**config.mk**
```make
export PLATFORM = sky130hd
export DESIGN_NAME = sd101_frame_tx
export DESIGN_NICKNAME = d
export VERILOG_FILES = /design/src/rtl/sd_pkg.sv /design/src/rtl/sd_piso_shift.sv /design/src/rtl/sd101_frame_tx.sv
export SDC_FILE = /design/constraint.sdc
export NUM_CORES = 1
export LEC_CHECK = 0
export ABC_AREA = 1
export BUFFER_PORTS_ARGS = -buffer_cell sky130_fd_sc_hd__buf_4
export CAP_MARGIN = 20
export CORE_MARGIN = 3
export CORE_UTILIZATION = 45
export CTS_CLUSTER_SIZE = 20
export DETAILED_ROUTE_END_ITERATION = 8
export GPL_TIMING_DRIVEN = 0
export PLACE_DENSITY = 0.77
export SETUP_SLACK_MARGIN = 0.2
export SYNTH_ARGS = -nofsm -noshare
export SYNTH_HDL_FRONTEND = slang
export SYNTH_SLANG_ARGS = --single-unit
```
**constraint.sdc**
```tcl
create_clock -name clk -period 3.4 [get_ports clk]
set_input_delay 0.68 -clock clk [delete_from_list [all_inputs] [get_ports clk]]
set_output_delay 0.68 -clock clk [all_outputs]
set_load 0.05 [all_outputs]
```
**src/rtl/sd_pkg.sv**
```systemverilog
// sd_pkg: shared types and helpers for the sd101 serial frame transmitter.
// Holds the FSM state encoding, the default 101 sync marker and the
// counter-width helper used to size the bit counter.
package sd_pkg;
   typedef enum logic [1:0] {
      S_IDLE = 2'b00,
      S_SYNC = 2'b01,
      S_DATA = 2'b10,
      S_GAP  = 2'b11
   } state_t;
   localparam logic [2:0] SYNC_101 = 3'b101;
   // Bits needed to count down from max(a,b)-1, never fewer than one.
   function automatic int CNT_W(input int a, input int b);
      int m;
      m = (a > b) ? a : b;
      return ($clog2(m) < 1) ? 1 : $clog2(m);
   endfunction
endpackage

```
**src/rtl/sd_piso_shift.sv**
```systemverilog
// sd_piso_shift: parallel-in/serial-out shift register, MSB first.
// Ports: clk, rst_n (async active-low, clears to 0), load (capture d),
// shift (shift left by one), d (parallel word), msb (current top bit).
module sd_piso_shift #(
   parameter int W = 8
) (
   input  logic         clk,
   input  logic         rst_n,
   input  logic         load,
   input  logic         shift,
   input  logic [W-1:0] d,
   output logic         msb
);
   logic [W-1:0] q;
   always_ff @(posedge clk or negedge rst_n)
      if (!rst_n) q <= '0;
      else if (load) q <= d;
      else if (shift) q <= q << 1;
   assign msb = q[W-1];
endmodule

```
**src/rtl/sd101_frame_tx.sv**
```systemverilog
// sd101_frame_tx: serial frame transmitter (sync marker, payload MSB-first, guard 0).
// Ports: clk, rst_n (async active-low), din/din_valid/din_ready (payload
// handshake, accepted only in IDLE), dout (serial line, 0 when idle),
// dout_en (high for sync and payload bits), busy (not IDLE), done (guard-bit pulse).
module sd101_frame_tx
   import sd_pkg::*;
#(
   parameter int                DATA_W = 8,
   parameter int                SYNC_W = 3,
   parameter logic [SYNC_W-1:0] SYNC   = SYNC_W'(SYNC_101)
) (
   input  logic              clk,
   input  logic              rst_n,
   input  logic [DATA_W-1:0] din,
   input  logic              din_valid,
   output logic              din_ready,
   output logic              dout,
   output logic              dout_en,
   output logic              busy,
   output logic              done
);
   localparam int CW = CNT_W(SYNC_W, DATA_W);
   state_t            state, nxt;
   logic [CW-1:0]     cnt;
   logic [SYNC_W-1:0] sync_sh;
   logic              xfer, msb, last;
   assign xfer    = din_valid && din_ready;
   assign last    = cnt == '0;
   // Select the current marker bit by shifting, so the index width never matters.
   assign sync_sh = SYNC >> cnt;
   sd_piso_shift #(.W(DATA_W)) u_shift (
      .clk   (clk),
      .rst_n (rst_n),
      .load  (xfer),
      .shift (state == S_DATA),
      .d     (din),
      .msb   (msb)
   );
   always_ff @(posedge clk or negedge rst_n)
      if (!rst_n) state <= S_IDLE;
      else state <= nxt;
   always_comb begin
      nxt = S_IDLE;
      case (state)
         S_IDLE:  nxt = xfer ? S_SYNC : S_IDLE;
         S_SYNC:  nxt = last ? S_DATA : S_SYNC;
         S_DATA:  nxt = last ? S_GAP : S_DATA;
         default: nxt = S_IDLE;
      endcase
   end
   // Counter is reloaded at each phase change instead of wrapping.
   always_ff @(posedge clk or negedge rst_n)
      if (!rst_n) cnt <= '0;
      else
         case (state)
            S_IDLE:  cnt <= xfer ? CW'(SYNC_W - 1) : '0;
            S_SYNC:  cnt <= last ? CW'(DATA_W - 1) : cnt - 1'b1;
            S_DATA:  cnt <= last ? '0 : cnt - 1'b1;
            default: cnt <= '0;
         endcase
   always_comb begin
      din_ready = state == S_IDLE;
      busy      = state != S_IDLE;
      done      = state == S_GAP;
      dout_en   = (state == S_SYNC) || (state == S_DATA);
      dout      = (state == S_SYNC) ? sync_sh[0] : (state == S_DATA) ? msb : 1'b0;
   end
endmodule
```
==> results.py, run 1 <==
metrics = {
    "yosys": {
        "synth_xor_area_share_pct": 0,
        "synth_top_family_by_area": "simple AND/OR/NAND/NOR gates",
        "post_synth.cell_area_avg_um2": 8.04,
        "yosysTopAreaCellShare_pct": 42.1,
        "ys_seq_elements": 13,
        "muxShareOfSynthArea_pct": 0,
        "synth_top_area_cell": "dfrtp_1",
        "synth_area_um2": 772,
        "yosys.area_share.simple_pct": 31.4,
        "synth_cells": 96,
        "synthAdderAreaFrac_pct": 14.6,
        "yosys_warnings": 0,
        "synthesis.nets": 116,
        "synth-seq-area-share_pct": 42.1,
        "synthTopCellsByArea": "dfrtp_1 (42%), ha_1 (15%), nand2_1 (13%), nand3_1 (10%), inv_1 (6.3%)",
        "synth_cell_types": 14,
        "synth_compound_area_share_pct": 3.24,
    },
    "job": {
        "drv_cap": 0,
    },
    "timing": {
        "min_period_over_period_pct": 67.6,
        "finalSetupTns_ns": 0,
        "hold_violations": 0,
        "hold_ws_ns": 0.235,
        "finalSetupViolations": 0,
        "drv_slew": 0,
        "period_needed_ns": 2.30,
        "relSlewSlack_pct": 86.6,
        "tightest_slew_ns": 0.201,
        "rsz0062_at_grt": "no",
        "timing.fmax_mhz": 435,
        "clock_skew_ns": 0.00104,
    },
    "die": {
        "dieHeight_um": 47.4,
        "start_util_pct": 49.5,
        "rows": 14,
        "core_mm2": 0.00156,
        "die_w_um": 47.4,
        "dieArea_mm2": 0.00225,
        "num_io_pins": 16,
    },
    "routing": {
        "wl_met3_um": 81,
        "dr_wl_met2_um": 617,
        "wl_met1_um": 708,
        "drt-pass1-iter-count": 4,
        "routed.top_layer": "met4",
        "wl_per_cell_um": 10.8,
        "vias": 643,
        "first_iter_violations": 10,
        "wl_um": 1420,
        "drc": 0,
        "via_per_inst": 4.91,
        "drtAntennaViolNets": 0,
    },
    "grt": {
        "overflow": 0,
        "grt_max_degree": 14,
        "grt_antenna_before_repair": 0,
        "grt_use_total_pct": 14.5,
        "grt_pass1_vias": 560,
        "grt_pass1_wl_um": 2330,
    },
    "critical_path": {
        "worst_path_max_delay_cell": "dfrtp_1",
        "critPathKind": "register to primary output",
        "critPathRequiredTime_ns": 2.72,
        "arrival_ns": 1.62,
        "worstPathCellList": "inv_1 > ha_1 > buf_6 > a21oi_1 > nor2_1 > buf_4",
        "worst_r2r_path_depth": 7,
        "startpoint_type": "register",
        "slowest_delay_ns": 0.43,
        "critPathMaxFanout": 10,
        "endpoint_kind": "primary output",
    },
    "clocking": {
        "cts_root_buf": "clkbuf_4",
        "clock-sinks": 13,
        "clk_pin_slew_ns": 0.08,
        "cts_resized": 0,
        "clockBufferDepth": 2,
        "clk_latency_ns": 0.27,
        "cts_tree": "built",
        "cts_made_buffers": 3,
        "postCtsSetupBuffers": 0,
        "htree_levels": 1,
        "ctsHoldBuffers": 0,
    },
    "place": {
        "portBuffers": 15,
        "dp.cells": 127,
        "hpwlAfterDp_um": 1050,
        "gp_congestion": 0.813,
    },
    "final_layout": {
        "final_common_cell": "nand2_1",
        "area_delta_synth_final_pct": 20.6,
        "nFillCells": 148,
        "nNetsFinal": 136,
        "drive_gt1_share_pct": 20.9,
        "n_antenna_cell": 0,
        "final_cells": 131,
        "utilization_pct": 59.7,
        "layout_common_cells": "nand2_1 (27), nand3_1 (16), buf_4 (15)",
    },
    "power_and_ir_drop": {
        "p_per_area_mw_per_mm2": 969,
        "p_leak_nw": 0.523,
        "finalPower_w": 0.000902,
        "vdd_drop_max_mv": 0.758,
    },
    "status": {
        "status": "complete, no violations",
    },
    "min_path": {
        "hold_path_class": "primary input to async pin",
    },
}
## Yosys cell counts (all sizes together)
cell and n:
nand2 30, nand3 16, inv 14, dfrtp 13, ha 9, nor2 8, a21oi 3, o21ai 2
buf 1
## final timing paths
kind | startpoint | to | slack [ns]
max in group asynchronous | rst_n | u_shift.q[2] | 3.00
min in group clk | u_shift.q[4] | u_shift.q[4] | 0.48
min reg2reg | u_shift.q[4] | u_shift.q[4] | 0.48
min | rst_n | u_shift.q[6] | 0.24
max reg2reg | state[0] | u_shift.q[5] | 2.00
max | state[0] | dout | 1.10
## critical path: cells and delay by family, from the launching register on
kind            cells  cell delay (ns)
buf+inv             3             0.47
simple gates        1             0.11
flops               1             0.43
compound gates      1             0.07
fa+ha+maj           1             0.26
## registers in the layout, indices dropped and copies added (netlist names)
| name | cells |
|---|---|
| state | 2 |
| u_shift.q | 8 |
| cnt | 3 |
## through the flow
step / setup slack, ns / cell area, um2
after floorplan: 1.13 / 772
after global placement: 1.42 / 905
after detailed placement: 1.40 / 905
after CTS: 1.09 / 931
after global routing: 0.985 / 931
final: 1.10 / 931
## where the power goes
| group | internal [W] | leakage (nW) | total, W | switching [W] |
|---|---|---|---|---|
| clock | 0.0000454 | 0.0150 | 0.0000953 | 0.0000499 |
| sequential | 0.000227 | 0.163 | 0.000272 | 0.0000455 |
| combinational | 0.000178 | 0.345 | 0.000534 | 0.000356 |
## routing by layer
layer  vias to the layer above  global-route usage (%)
met5                         -                       0
met4                         0                    6.63
met3                         4                    3.38
met2                        20                    21.7
met1                       280                    19.8
li1                        339                       -
## cells by family after synthesis
group | Yosys count
and+or+nand+nor | 54
buffers and inverters | 15
DFF | 13
adders and majority gates | 9
AOI/OAI and AO/OA | 5
## area by class of cell
type,instances,area [um2],area share [%]
Inverter,14,55.1,5.91
Sequential cell,13,325,34.9
Buffer,1,11.3,1.21
Multi-Input combinational cell,68,380,40.9
Clock buffer,4,26.3,2.82
Timing Repair Buffer,15,113,12.1
Tap cell,16,20.0,2.15
Power figures use the tool's default switching activity.
==> run 2, diff against run 1 <==
==> constraint.sdc (replaced) <==
create_clock -name clk -period 2.26 [get_ports clk]
set_input_delay 0.452 -clock clk [delete_from_list [all_inputs] [get_ports clk]]
set_output_delay 0.452 -clock clk [all_outputs]
set_load 0.05 [all_outputs]
==> results.py, run 2 (synthesized netlist as in run 1, its figures left out) <==
metrics = {
    "grt": {
        "grt_pass1_wl_um": 2330,
        "grt_use_total_pct": 14.5,
        "grt_pass1_vias": 560,
        "grt_antenna_before_repair": 0,
        "use_met3_pct": 3.38,
        "overflow": 0,
        "grt-busiest-layer": "met2",
        "grt_max_degree": 14,
        "grtUsageMet1_pct": 19.8,
        "grtUsageMet2_pct": 21.7,
    },
    "clocking": {
        "clock-sinks": 13,
        "cts_tree": "built",
        "htree_levels": 1,
        "clk_latency_ns": 0.27,
        "cts_root_buf": "clkbuf_4",
        "clockBufferDepth": 2,
        "clk_pin_slew_ns": 0.08,
        "cts_made_buffers": 3,
    },
    "place": {
        "portBuffers": 15,
        "hpwlAfterDp_um": 1050,
        "gp_congestion": 0.813,
    },
    "final_layout": {
        "regMostFlops": "u_shift.q",
        "final_common_cell": "nand2_1",
        "utilization_pct": 62.7,
        "seqCellArea_um2": 325,
        "drive_gt1_share_pct": 27.1,
        "area_delta_synth_final_pct": 26.6,
        "largest_reg_flops": 8,
        "multiInputGateArea_um2": 398,
        "n_antenna_cell": 0,
        "layout_common_cells": "nand2_1 (27), nand3_1 (16), buf_4 (16)",
        "nNetsFinal": 139,
        "nFillCells": 138,
        "top_regs": "u_shift.q: 8 flops, cnt: 3 flops, state: 2 flops",
    },
    "die": {
        "dieHeight_um": 47.4,
        "start_util_pct": 49.5,
        "core_mm2": 0.00156,
        "num_io_pins": 16,
        "dieArea_mm2": 0.00225,
        "rows": 14,
        "die_w_um": 47.4,
    },
    "power_and_ir_drop": {
        "power.internal_w": 0.000720,
        "power_frac_comb_pct": 60.7,
        "finalPower_w": 0.00142,
        "clockPowerShare_pct": 10.2,
        "p_leak_nw": 0.534,
        "vdd_drop_max_mv": 1.20,
        "seq_power_share_pct": 29.1,
        "p_per_area_mw_per_mm2": 1450,
        "switchingPower_w": 0.000701,
        "switching_share_pct": 49.3,
    },
    "timing": {
        "drv_slew": 0,
        "rsz0062_at_grt": "no",
        "tightest_slew_ns": 0.206,
        "finalSetupViolations": 0,
        "relSlewSlack_pct": 86.3,
        "finalSetupTns_ns": 0,
        "min_period_over_period_pct": 86.3,
        "hold_violations": 0,
        "clock_skew_ns": 0.00167,
        "timing.fmax_mhz": 513,
        "period_needed_ns": 1.95,
    },
    "critical_path": {
        "endpoint_kind": "primary output",
        "critPathRequiredTime_ns": 1.81,
        "critPathKind": "register to primary output",
        "critPathMaxFanout": 4,
        "startpoint_type": "register",
        "arrival_ns": 1.50,
    },
    "routing": {
        "drt-pass1-iter-count": 4,
        "wl_um": 1440,
        "via_per_inst": 4.90,
        "first_iter_violations": 9,
        "drc": 0,
        "vias": 657,
        "drtAntennaViolNets": 0,
        "wl_per_cell_um": 10.7,
    },
    "status": {
        "status": "complete, no violations",
    },
    "job": {
        "drv_cap": 0,
    },
    "min_path": {
        "hold_path_class": "primary input to register",
    },
}
## run 2: cell count changes in the layout (fill, tap and decap cells not counted)
| cell | change |
|---|---|
| ha_1 | -3 |
| inv_1 | -3 |
| inv_2 | +3 |
| ha_2 | +2 |
| buf_4 | +1 |
| buf_6 | +1 |
| dlygate4sd3_1 | +1 |
| ha_4 | +1 |
## run 2: stage by stage
stage	area [um2]	hold slack [ns]	cells	worst slack (ns)
floorplan	772	0.156	96	0.218
global placement	905	0.304	127	0.508
detailed placement	905	0.308	127	0.486
CTS	933	0.00640	131	0.216
global route	977	0.385	134	0.210
finish	977	0.373	134	0.310
## run 2: per-layer routing
metal  routed length [um]  vias to the layer above  part of all wire [%]
met5                    0                        -                     0
met4                   10                        0                  0.70
met3                   59                        2                   4.1
met2                  642                       15                    45
met1                  724                      295                    50
li1                     -                      345                     -
## run 2: path summary, 6_finish.rpt
kind | startpoint | endpoint | slack [ns] | cells after the start
worst min register to register | u_shift.q[4] | u_shift.q[4] | 0.48 | 2
worst min-delay path | din[0] | u_shift.q[0] | 0.37 | 3
max in group asynchronous | rst_n | u_shift.q[2] | 1.55 | 2
worst max-delay path | cnt[0] | dout | 0.31 | 7
worst max register to register | state[1] | u_shift.q[5] | 0.86 | 7
min in group asynchronous | rst_n | u_shift.q[6] | 0.55 | 2
## run 2: what timing repair did
item                                   in CTS  in global routing
endpoints found under the hold margin       0                 13
resized for setup                           1                  7
hold buffers                                0                  1
buffers inserted                            0                  2
setup endpoints to repair                   1                  1
## run 2: area by class of cell
cell class,count,area share [%]
plain buffers,1,1.15
clock buffers,4,2.69
inverters,14,5.63
multi-input cells,68,40.7
flip-flops and latches,13,33.3
well taps,16,2.05
repair buffers,18,14.5
## run 2: power groups by stage
| stage | logic, W | registers [W] | clock network [W] |
|---|---|---|---|
| global route | 0.000958 | 0.000424 | 0.000162 |
| global placement | 0.000792 | 0.000409 | 0 |
| floorplan | 0.000636 | 0.000396 | 0 |
| finish | 0.000862 | 0.000413 | 0.000145 |
| CTS | 0.000813 | 0.000410 | 0.000151 |
| detailed placement | 0.000807 | 0.000414 | 0 |
## run 2: worst max-delay path: stages, from the launching register on
cell and delay [ns]:
dfrtp_1 0.41, inv_2 0.09, ha_2 0.21, nand2_2 0.09, nand2_1 0.09, a21oi_1 0.04, nor2_1 0.13, buf_6 0.18
